--- src/rtl/wb_arbiter_pkg.sv ---
`default_nettype none
// ============================================================================
// Module : wb_arbiter_pkg
// Desc   : Shared types, widths and ROB-age helpers for the writeback arbiter.
// Rev    : 1.0
// ============================================================================
package wb_arbiter_pkg;

    localparam int ROB_W      = 5;
    localparam int PREG_W     = 7;
    localparam int WB_ENTRY_W = ROB_W + PREG_W + 1 + 32;

    localparam logic [1:0] WB_SRC_ALU = 2'd0;
    localparam logic [1:0] WB_SRC_BR  = 2'd1;
    localparam logic [1:0] WB_SRC_MEM = 2'd2;

    typedef struct packed {
        logic [ROB_W-1:0]  rob_tag;
        logic [PREG_W-1:0] pd;
        logic              we;
        logic [31:0]       data;
    } wb_entry_t;

    function automatic logic [ROB_W-1:0] rob_age(input logic [ROB_W-1:0] tag,
                                                 input logic [ROB_W-1:0] head);
        return tag - head;
    endfunction

    // Younger than the mispredicted branch; the branch itself survives.
    function automatic logic rob_killed(input logic [ROB_W-1:0] tag,
                                        input logic [ROB_W-1:0] br_tag,
                                        input logic [ROB_W-1:0] head);
        return rob_age(tag, head) > rob_age(br_tag, head);
    endfunction

endpackage
`default_nettype wire

--- src/rtl/wb_slot_buf.sv ---
`default_nettype none
// ============================================================================
// Module : wb_slot_buf
// Desc   : Unordered per-source result buffer with flush kill, stall, overflow.
// Rev    : 1.0
// ============================================================================
module wb_slot_buf
    import wb_arbiter_pkg::*;
#(
    parameter int DEPTH = 4
) (
    input  logic                        clk,
    input  logic                        reset,
    input  logic                        i_valid,
    input  logic [WB_ENTRY_W-1:0]       i_entry,
    input  logic                        i_bypass,
    input  logic [DEPTH-1:0]            i_free_mask,
    input  logic                        i_mispredict,
    input  logic [ROB_W-1:0]            i_mispredict_tag,
    input  logic [ROB_W-1:0]            i_rob_head,
    output logic [DEPTH-1:0]            o_slot_valid,
    output logic [DEPTH*WB_ENTRY_W-1:0] o_slot_entry,
    output logic                        o_stall,
    output logic                        o_overflow
);
    localparam int CNT_W = $clog2(DEPTH + 1);

    wb_entry_t        w_in;
    wb_entry_t        r_entry [DEPTH];
    logic [DEPTH-1:0] r_valid;
    logic [DEPTH-1:0] w_kill;
    logic [DEPTH-1:0] w_wr_onehot;
    logic [CNT_W-1:0] w_count;
    logic             w_in_killed;
    logic             w_full;
    logic             w_wr;

    assign w_in        = wb_entry_t'(i_entry);
    assign w_in_killed = i_mispredict && rob_killed(w_in.rob_tag, i_mispredict_tag, i_rob_head);
    assign w_full      = &r_valid;
    assign w_wr        = i_valid && !w_in_killed && !w_full && !i_bypass;
    // One-hot of the lowest clear bit in r_valid.
    assign w_wr_onehot = ~r_valid & (r_valid + DEPTH'(1));
    assign o_overflow  = i_valid && !w_in_killed && w_full;

    always_comb begin
        w_count = '0;
        for (int i = 0; i < DEPTH; i++) begin
            w_count = w_count + CNT_W'(r_valid[i]);
        end
    end

    assign o_stall = (w_count >= CNT_W'(DEPTH - 2));

    for (genvar i = 0; i < DEPTH; i++) begin : g_slot
        assign w_kill[i] = i_mispredict && rob_killed(r_entry[i].rob_tag, i_mispredict_tag, i_rob_head);
        assign o_slot_entry[i*WB_ENTRY_W +: WB_ENTRY_W] = r_entry[i];

        always_ff @(posedge clk) begin
            if (w_wr && w_wr_onehot[i]) begin
                r_entry[i] <= w_in;
            end
        end
    end

    always_ff @(posedge clk or negedge reset) begin
        if (!reset) begin
            r_valid <= '0;
        end else begin
            r_valid <= (r_valid & ~i_free_mask & ~w_kill) | (w_wr ? w_wr_onehot : '0);
        end
    end

    assign o_slot_valid = r_valid;

endmodule
`default_nettype wire

--- src/rtl/wb_arbiter.sv ---
`default_nettype none
// ============================================================================
// Module : wb_arbiter
// Desc   : Oldest-first writeback arbiter driving the CDB from ALU/BR/MEM.
//          Optional same-cycle bypass of empty buffers: define WB_BYPASS_EN.
// Rev    : 1.0
// ============================================================================
module wb_arbiter
    import wb_arbiter_pkg::*;
#(
    parameter int DEPTH = 4
) (
    input  logic              clk,
    input  logic              reset,
    input  logic              alu_valid,
    input  logic [ROB_W-1:0]  alu_rob_tag,
    input  logic [PREG_W-1:0] alu_pd,
    input  logic              alu_we,
    input  logic [31:0]       alu_data,
    input  logic              b_valid,
    input  logic [ROB_W-1:0]  b_rob_tag,
    input  logic [PREG_W-1:0] b_pd,
    input  logic              b_we,
    input  logic [31:0]       b_data,
    input  logic              mem_valid,
    input  logic [ROB_W-1:0]  mem_rob_tag,
    input  logic [PREG_W-1:0] mem_pd,
    input  logic              mem_we,
    input  logic [31:0]       mem_data,
    input  logic [ROB_W-1:0]  rob_head,
    input  logic              mispredict,
    input  logic [ROB_W-1:0]  mispredict_tag,
    output logic              cdb_valid,
    output logic [ROB_W-1:0]  cdb_rob_tag,
    output logic [PREG_W-1:0] cdb_pd,
    output logic              cdb_we,
    output logic [31:0]       cdb_data,
    output logic [1:0]        cdb_src,
    output logic              alu_stall,
    output logic              b_stall,
    output logic              mem_stall,
    output logic              overflow_err
);
    localparam int N_SRC  = 3;
    localparam int N_SLOT = N_SRC * DEPTH;
`ifdef WB_BYPASS_EN
    localparam int N_CAND = N_SLOT + N_SRC;
`else
    localparam int N_CAND = N_SLOT;
`endif

    logic [WB_ENTRY_W-1:0]        w_in_vec [N_SRC];
    logic [N_SRC-1:0]             w_in_valid;
    logic [N_SRC-1:0]             w_bypass;
    logic [N_SRC-1:0]             w_stall;
    logic [N_SRC-1:0]             w_ovf;
    logic [N_SLOT-1:0]            w_slot_valid;
    logic [N_SLOT*WB_ENTRY_W-1:0] w_slot_flat;
    logic [N_CAND-1:0]            w_cand_valid;
    wb_entry_t                    w_cand_entry [N_CAND];
    logic [1:0]                   w_cand_src   [N_CAND];
    logic [N_CAND-1:0]            w_sel_onehot;
    logic                         w_sel_valid;
    wb_entry_t                    w_sel_entry;
    logic [1:0]                   w_sel_src;
    logic [ROB_W-1:0]             w_sel_age;
    logic                         r_cdb_valid;
    wb_entry_t                    r_cdb_entry;
    logic [1:0]                   r_cdb_src;
    logic                         r_overflow;

    assign w_in_valid  = {mem_valid, b_valid, alu_valid};
    assign w_in_vec[0] = {alu_rob_tag, alu_pd, alu_we, alu_data};
    assign w_in_vec[1] = {b_rob_tag, b_pd, b_we, b_data};
    assign w_in_vec[2] = {mem_rob_tag, mem_pd, mem_we, mem_data};

    for (genvar s = 0; s < N_SRC; s++) begin : g_buf
        wb_slot_buf #(
            .DEPTH (DEPTH)
        ) u_slot_buf (
            .clk              (clk),
            .reset            (reset),
            .i_valid          (w_in_valid[s]),
            .i_entry          (w_in_vec[s]),
            .i_bypass         (w_bypass[s]),
            .i_free_mask      (w_sel_onehot[s*DEPTH +: DEPTH]),
            .i_mispredict     (mispredict),
            .i_mispredict_tag (mispredict_tag),
            .i_rob_head       (rob_head),
            .o_slot_valid     (w_slot_valid[s*DEPTH +: DEPTH]),
            .o_slot_entry     (w_slot_flat[s*DEPTH*WB_ENTRY_W +: DEPTH*WB_ENTRY_W]),
            .o_stall          (w_stall[s]),
            .o_overflow       (w_ovf[s])
        );

        for (genvar i = 0; i < DEPTH; i++) begin : g_slot
            assign w_cand_entry[s*DEPTH+i] = wb_entry_t'(w_slot_flat[(s*DEPTH+i)*WB_ENTRY_W +: WB_ENTRY_W]);
            assign w_cand_src[s*DEPTH+i]   = 2'(s);
        end

`ifdef WB_BYPASS_EN
        // An input may race the buffered entries only while its own buffer is empty.
        assign w_cand_entry[N_SLOT+s] = wb_entry_t'(w_in_vec[s]);
        assign w_cand_src[N_SLOT+s]   = 2'(s);
        assign w_cand_valid[N_SLOT+s] = w_in_valid[s] && !(|w_slot_valid[s*DEPTH +: DEPTH]);
        assign w_bypass[s]            = w_sel_onehot[N_SLOT+s];
`else
        assign w_bypass[s] = 1'b0;
`endif
    end

    assign w_cand_valid[N_SLOT-1:0] = w_slot_valid;

    always_comb begin
        w_sel_valid  = 1'b0;
        w_sel_onehot = '0;
        w_sel_entry  = '0;
        w_sel_src    = WB_SRC_ALU;
        w_sel_age    = '0;
        for (int i = 0; i < N_CAND; i++) begin
            if (w_cand_valid[i]
                && !(mispredict && rob_killed(w_cand_entry[i].rob_tag, mispredict_tag, rob_head))
                && (!w_sel_valid || rob_age(w_cand_entry[i].rob_tag, rob_head) < w_sel_age)) begin
                w_sel_valid     = 1'b1;
                w_sel_onehot    = '0;
                w_sel_onehot[i] = 1'b1;
                w_sel_entry     = w_cand_entry[i];
                w_sel_src       = w_cand_src[i];
                w_sel_age       = rob_age(w_cand_entry[i].rob_tag, rob_head);
            end
        end
    end

    always_ff @(posedge clk or negedge reset) begin
        if (!reset) begin
            r_cdb_valid <= 1'b0;
            r_cdb_entry <= '0;
            r_cdb_src   <= WB_SRC_ALU;
            r_overflow  <= 1'b0;
        end else begin
            r_cdb_valid <= w_sel_valid;
            if (w_sel_valid) begin
                r_cdb_entry <= w_sel_entry;
                r_cdb_src   <= w_sel_src;
            end
            if (|w_ovf) begin
                r_overflow <= 1'b1;
            end
        end
    end

    assign cdb_valid    = r_cdb_valid
                          && !(mispredict && rob_killed(r_cdb_entry.rob_tag, mispredict_tag, rob_head));
    assign cdb_rob_tag  = r_cdb_entry.rob_tag;
    assign cdb_pd       = r_cdb_entry.pd;
    assign cdb_we       = r_cdb_entry.we;
    assign cdb_data     = r_cdb_entry.data;
    assign cdb_src      = r_cdb_src;
    assign alu_stall    = w_stall[0];
    assign b_stall      = w_stall[1];
    assign mem_stall    = w_stall[2];
    assign overflow_err = r_overflow;

endmodule
`default_nettype wire
--- config.mk ---
export PLATFORM = sky130hd
export DESIGN_NAME = wb_arbiter
export DESIGN_NICKNAME = d
export VERILOG_FILES = /design/src/rtl/wb_arbiter_pkg.sv /design/src/rtl/wb_slot_buf.sv /design/src/rtl/wb_arbiter.sv
export SDC_FILE = /design/constraint.sdc
export NUM_CORES = 1
export LEC_CHECK = 0
export ABC_AREA = 0
export CELL_PAD_IN_SITES_DETAIL_PLACEMENT = 1
export CELL_PAD_IN_SITES_GLOBAL_PLACEMENT = 1
export CORE_UTILIZATION = 49
export DETAILED_ROUTE_END_ITERATION = 7
export PLACE_DENSITY = 0.87
export SLEW_MARGIN = 20
export SYNTH_ARGS = -nofsm -noshare
export SYNTH_HDL_FRONTEND = slang
export SYNTH_HIERARCHICAL = 1
export SYNTH_SLANG_ARGS = --single-unit
--- constraint.sdc ---
create_clock -name clk -period 27.4 [get_ports clk]
set_input_delay 2.74 -clock clk [delete_from_list [all_inputs] [get_ports clk]]
set_output_delay 2.74 -clock clk [all_outputs]
set_load 0.02 [all_outputs]
==> summary.md <==
| Metric | Value |
|---|---|
| Relative slew slack | 0.175 |
| HP Class | flip-flop to flip-flop |
| Fraction of layout cells with a size suffix above 1 | 0.0797 |
| Die H | 269 um |
| Synth Area in Compound Gates | 0.183 |
| Die Wd | about 270 um |
| Nets | approximately 3700 |
| Post-route ant nets | 0 |
| Most frequent cells in the layout | edfxtp_1 (540), ha_1 (287), clkdlybuf4s50_1 (199) |
| All-Layer GR Usage | 0.332 |
| Final Hold Fails | 0 |
| Largest net degree at the start of global routing | between 70 and 80 |
| Syn_area_per_cell | around 12 sq um |
| Worst-Skew Late Latency | between 600 and 700 ps |
| CTS tree | built |
| CP peak stage delay | between 500 and 600 ps |
| Finished Cell Area | slightly above 0.04 sq mm |
| Post-Syn Area | 0.0349 sq mm |
| Core ar. | between 0.07 and 0.08 sq mm |
| Seq/Total Area, Yosys | 0.508 |
| PD cells | ~110 mW/mm^2 |
| Synth-to-Final Area Change | 15.4% |
| Adder-cell area share of the yosys netlist | 0.125 |
| CP Class | primary input to flip-flop |
| Rows | 97 |
| 1st-iter DRT viols | about 2300 |
| Post-Synth XOR/XNOR Area | 0.0328 |
| Initial core utilization | 0.497 |
| Die ar. | between 0.07 and 0.08 sq mm |
| Clock Tree Buf Depth | 3 |
| Most used cell, CP | a21o_1 |
| Max-cap violations | 0 |
| CP max-delay cell | clkdlybuf4s50_1 |
| Synth warnings | 6 |
| GP Congestion | approximately 0.94 |
| First-pass GRT wire length | approximately 180000 um |
| Routed via count | 27500 |
| Slew Limit Fails | 0 |
| Setup Skew | around 29 ps |
| Final Cycle Share | 0.950 |
| Number of library cell types mapped by synthesis | a little over 100 |
| Clk pin slew, worst setup/hold paths | ~60 ps |
| Vias/cell | around 6.6 |
| Setup total negative slack | 0 ps |
| Slew @ Worst Pin | about 1200 ps |
| Port bufs | between 200 and 250 |
| Hold_ws | between 400 and 500 ps |
| LEAKAGE | 15.6 nW |
| Tmin final | about 26000 ps |
| CP Data Required Time | between 20000 and 30000 ps |
| Number of buffers created by CTS | 57 |
| Maximum VDD drop | 0.0884 mV |
| Antenna violations before repair | 6 |
| Cells after Synth | 2998 |
| Number of synthesized flops with an enable pin | 540 |
| Worst setup EP type | flip-flop |
| Main combinational cell family by area after synthesis | compound AO/OA/AOI/OAI gates |
| Drt wl/cell | ~29 um |
| CTS Root Cell | clkbuf_16 |
| CP Max Fanout | 30 |
| DPL Wire Length | around 85000 um |
| Placed cell area | between 0.03 and 0.04 sq mm |
| Critical Path Start Type | primary input |
| Grt total ovfl | 0 |
| I/O pin count | around 200 |
| DRC | 0 |
| Arrival @ worst endpoint | 26520 ps |
| Yosys reg bits | ~600 |
| H-tree levels | 2 |
| Routed WL | 121000 um |
| TritonRoute pass-1 iters | 5 |
| Commonest non-fill, non-tap cell in the layout | edfxtp_1 |
| Fmax achieved | 38.4 MHz |
| Status | finished clean |
| Endpoints failing setup | 0 |
| Top_reg_cell synth | edfxtp_1 |
| Vias in the first global route | between 20000 and 30000 |
| Clock Sinks | roughly 600 |
| Mux share of post-synthesis cell area | 0.0118 |
| Post-Synth Simple-Gate Area | 0.104 |
| Post-synth ARST share | 0.101 |
final timing paths:
kind / start / end / slack (ps) / cells past startpoint
max: rob_head[2] / g_buf[0].u_slot_buf/o_slot_valid[0] / 1370 / 123
min: g_buf[2].u_slot_buf/r_entry[3][6] / cdb_data[6] / 490 / 1
max reg2reg: g_buf[0].u_slot_buf/r_entry[0][40] / g_buf[0].u_slot_buf/o_slot_valid[0] / 3620 / 125
min reg2reg: g_buf[2].u_slot_buf/r_entry[3][6] / cdb_data[6] / 490 / 1
max in group asynchronous: reset / g_buf[0].u_slot_buf/o_slot_valid[2] / 24380 / 2
min in group asynchronous: reset / cdb_rob_tag[2] / 2370 / 2
area by class of cell:
class / count / area, sq um
diodes: 4 / 10.0
clock buffers: 68 / 1500
clock inverters: 39 / 475
fillers: 7119 / 30000
inverters: 167 / 632
multi-input cells: 2089 / 16200
flip-flops and latches: 601 / 17700
well taps: 940 / 1180
repair buffers: 275 / 2570
through the flow:
step | cells | setup WS [ps] | total power, mW | util
2_1_floorplan | 3000 | 569 | 2.53 | -
3_3_place_gp | 4060 | -56.1 | 3.21 | 0.543
3_5_place_dp | 4060 | -1640 | 3.33 | 0.543
4_1_cts | 4168 | 0.991 | 4.21 | 0.571
5_1_grt | 4181 | -27.2 | 4.44 | 0.573
6_report | 4183 | 1370 | 4.27 | 0.573
power by group:
part	internal (mW)	total (mW)	switching, mW	leakage, nW
combinational	0.809	2.25	1.44	8.99
sequential	1.11	1.18	0.0701	5.64
clock	0.478	0.837	0.359	0.971
total	2.40	4.27	1.87	15.6
repair_timing:
action | 4_1_cts | 5_1_grt
gates cloned | 1 | 0
endpoints found under the setup margin | 41 | 59
gates resized for setup | 6 | 15
setup buffers | 0 | 11
pin swaps | 1 | 5
hold buffers | 0 | 0
critical path: cells and delay by family:
family | cells | cell delay, ps
compound gates | 56 | 10940
simple gates | 40 | 6340
fa+ha+maj | 12 | 3450
buf+inv | 13 | 2420
mux | 2 | 540
synth_stat cells, types with 17 or more instances:
master	n	area (sq um)
a21o_1	100	751
nand3b_1	18	135
nand3_1	99	495
buf_2	20	100
nor2_1	165	619
ha_1	287	3590
fa_1	35	701
nand4_1	28	175
xor2_1	41	359
a21oi_1	134	671
nor3_1	34	170
nand2_1	175	657
a211oi_1	54	405
dfrtp_1	61	1530
nand2b_1	25	156
o21ai_0	112	561
xnor2_1	82	718
a31oi_1	92	576
and3_1	47	294
a221oi_1	24	210
inv_1	165	619
o211ai_1	60	450
clkbuf_1	100	375
o22ai_1	26	163
nor2b_1	17	106
edfxtp_1	540	16200
buf_1	18	67.6
o21a_1	19	143
o31ai_1	35	263
mux2i_1	40	400
and3b_1	17	149
o32a_1	32	320
registers in the layout, indices dropped and copies added (netlist names):
name,flops
cdb_data,32
cdb_pd,7
cdb_rob_tag,5
cdb_src,2
cdb_we,1
g_buf.u_slot_buf/o_slot_valid,12
g_buf.u_slot_buf/r_entry,540
overflow_err,1
r_cdb_valid,1
layer usage:
layer | GRT usage | part of all wire
met1 | 0.398 | 0.38
met5 | 0 | 0.00038
met2 | 0.576 | 0.50
met4 | 0.191 | 0.063
met3 | 0.0400 | 0.057
cell families after synthesis:
kind of cell             after synthesis
AO/OA/AOI/OAI                        884
AND/OR/NAND/NOR                      705
flip-flops                           601
adder cells (fa/ha/maj)              329
buffers and inverters                311
XOR/XNOR                             126
multiplexers                          41
other                                  1
No activity file was read; power rests on OpenSTA's default activity.
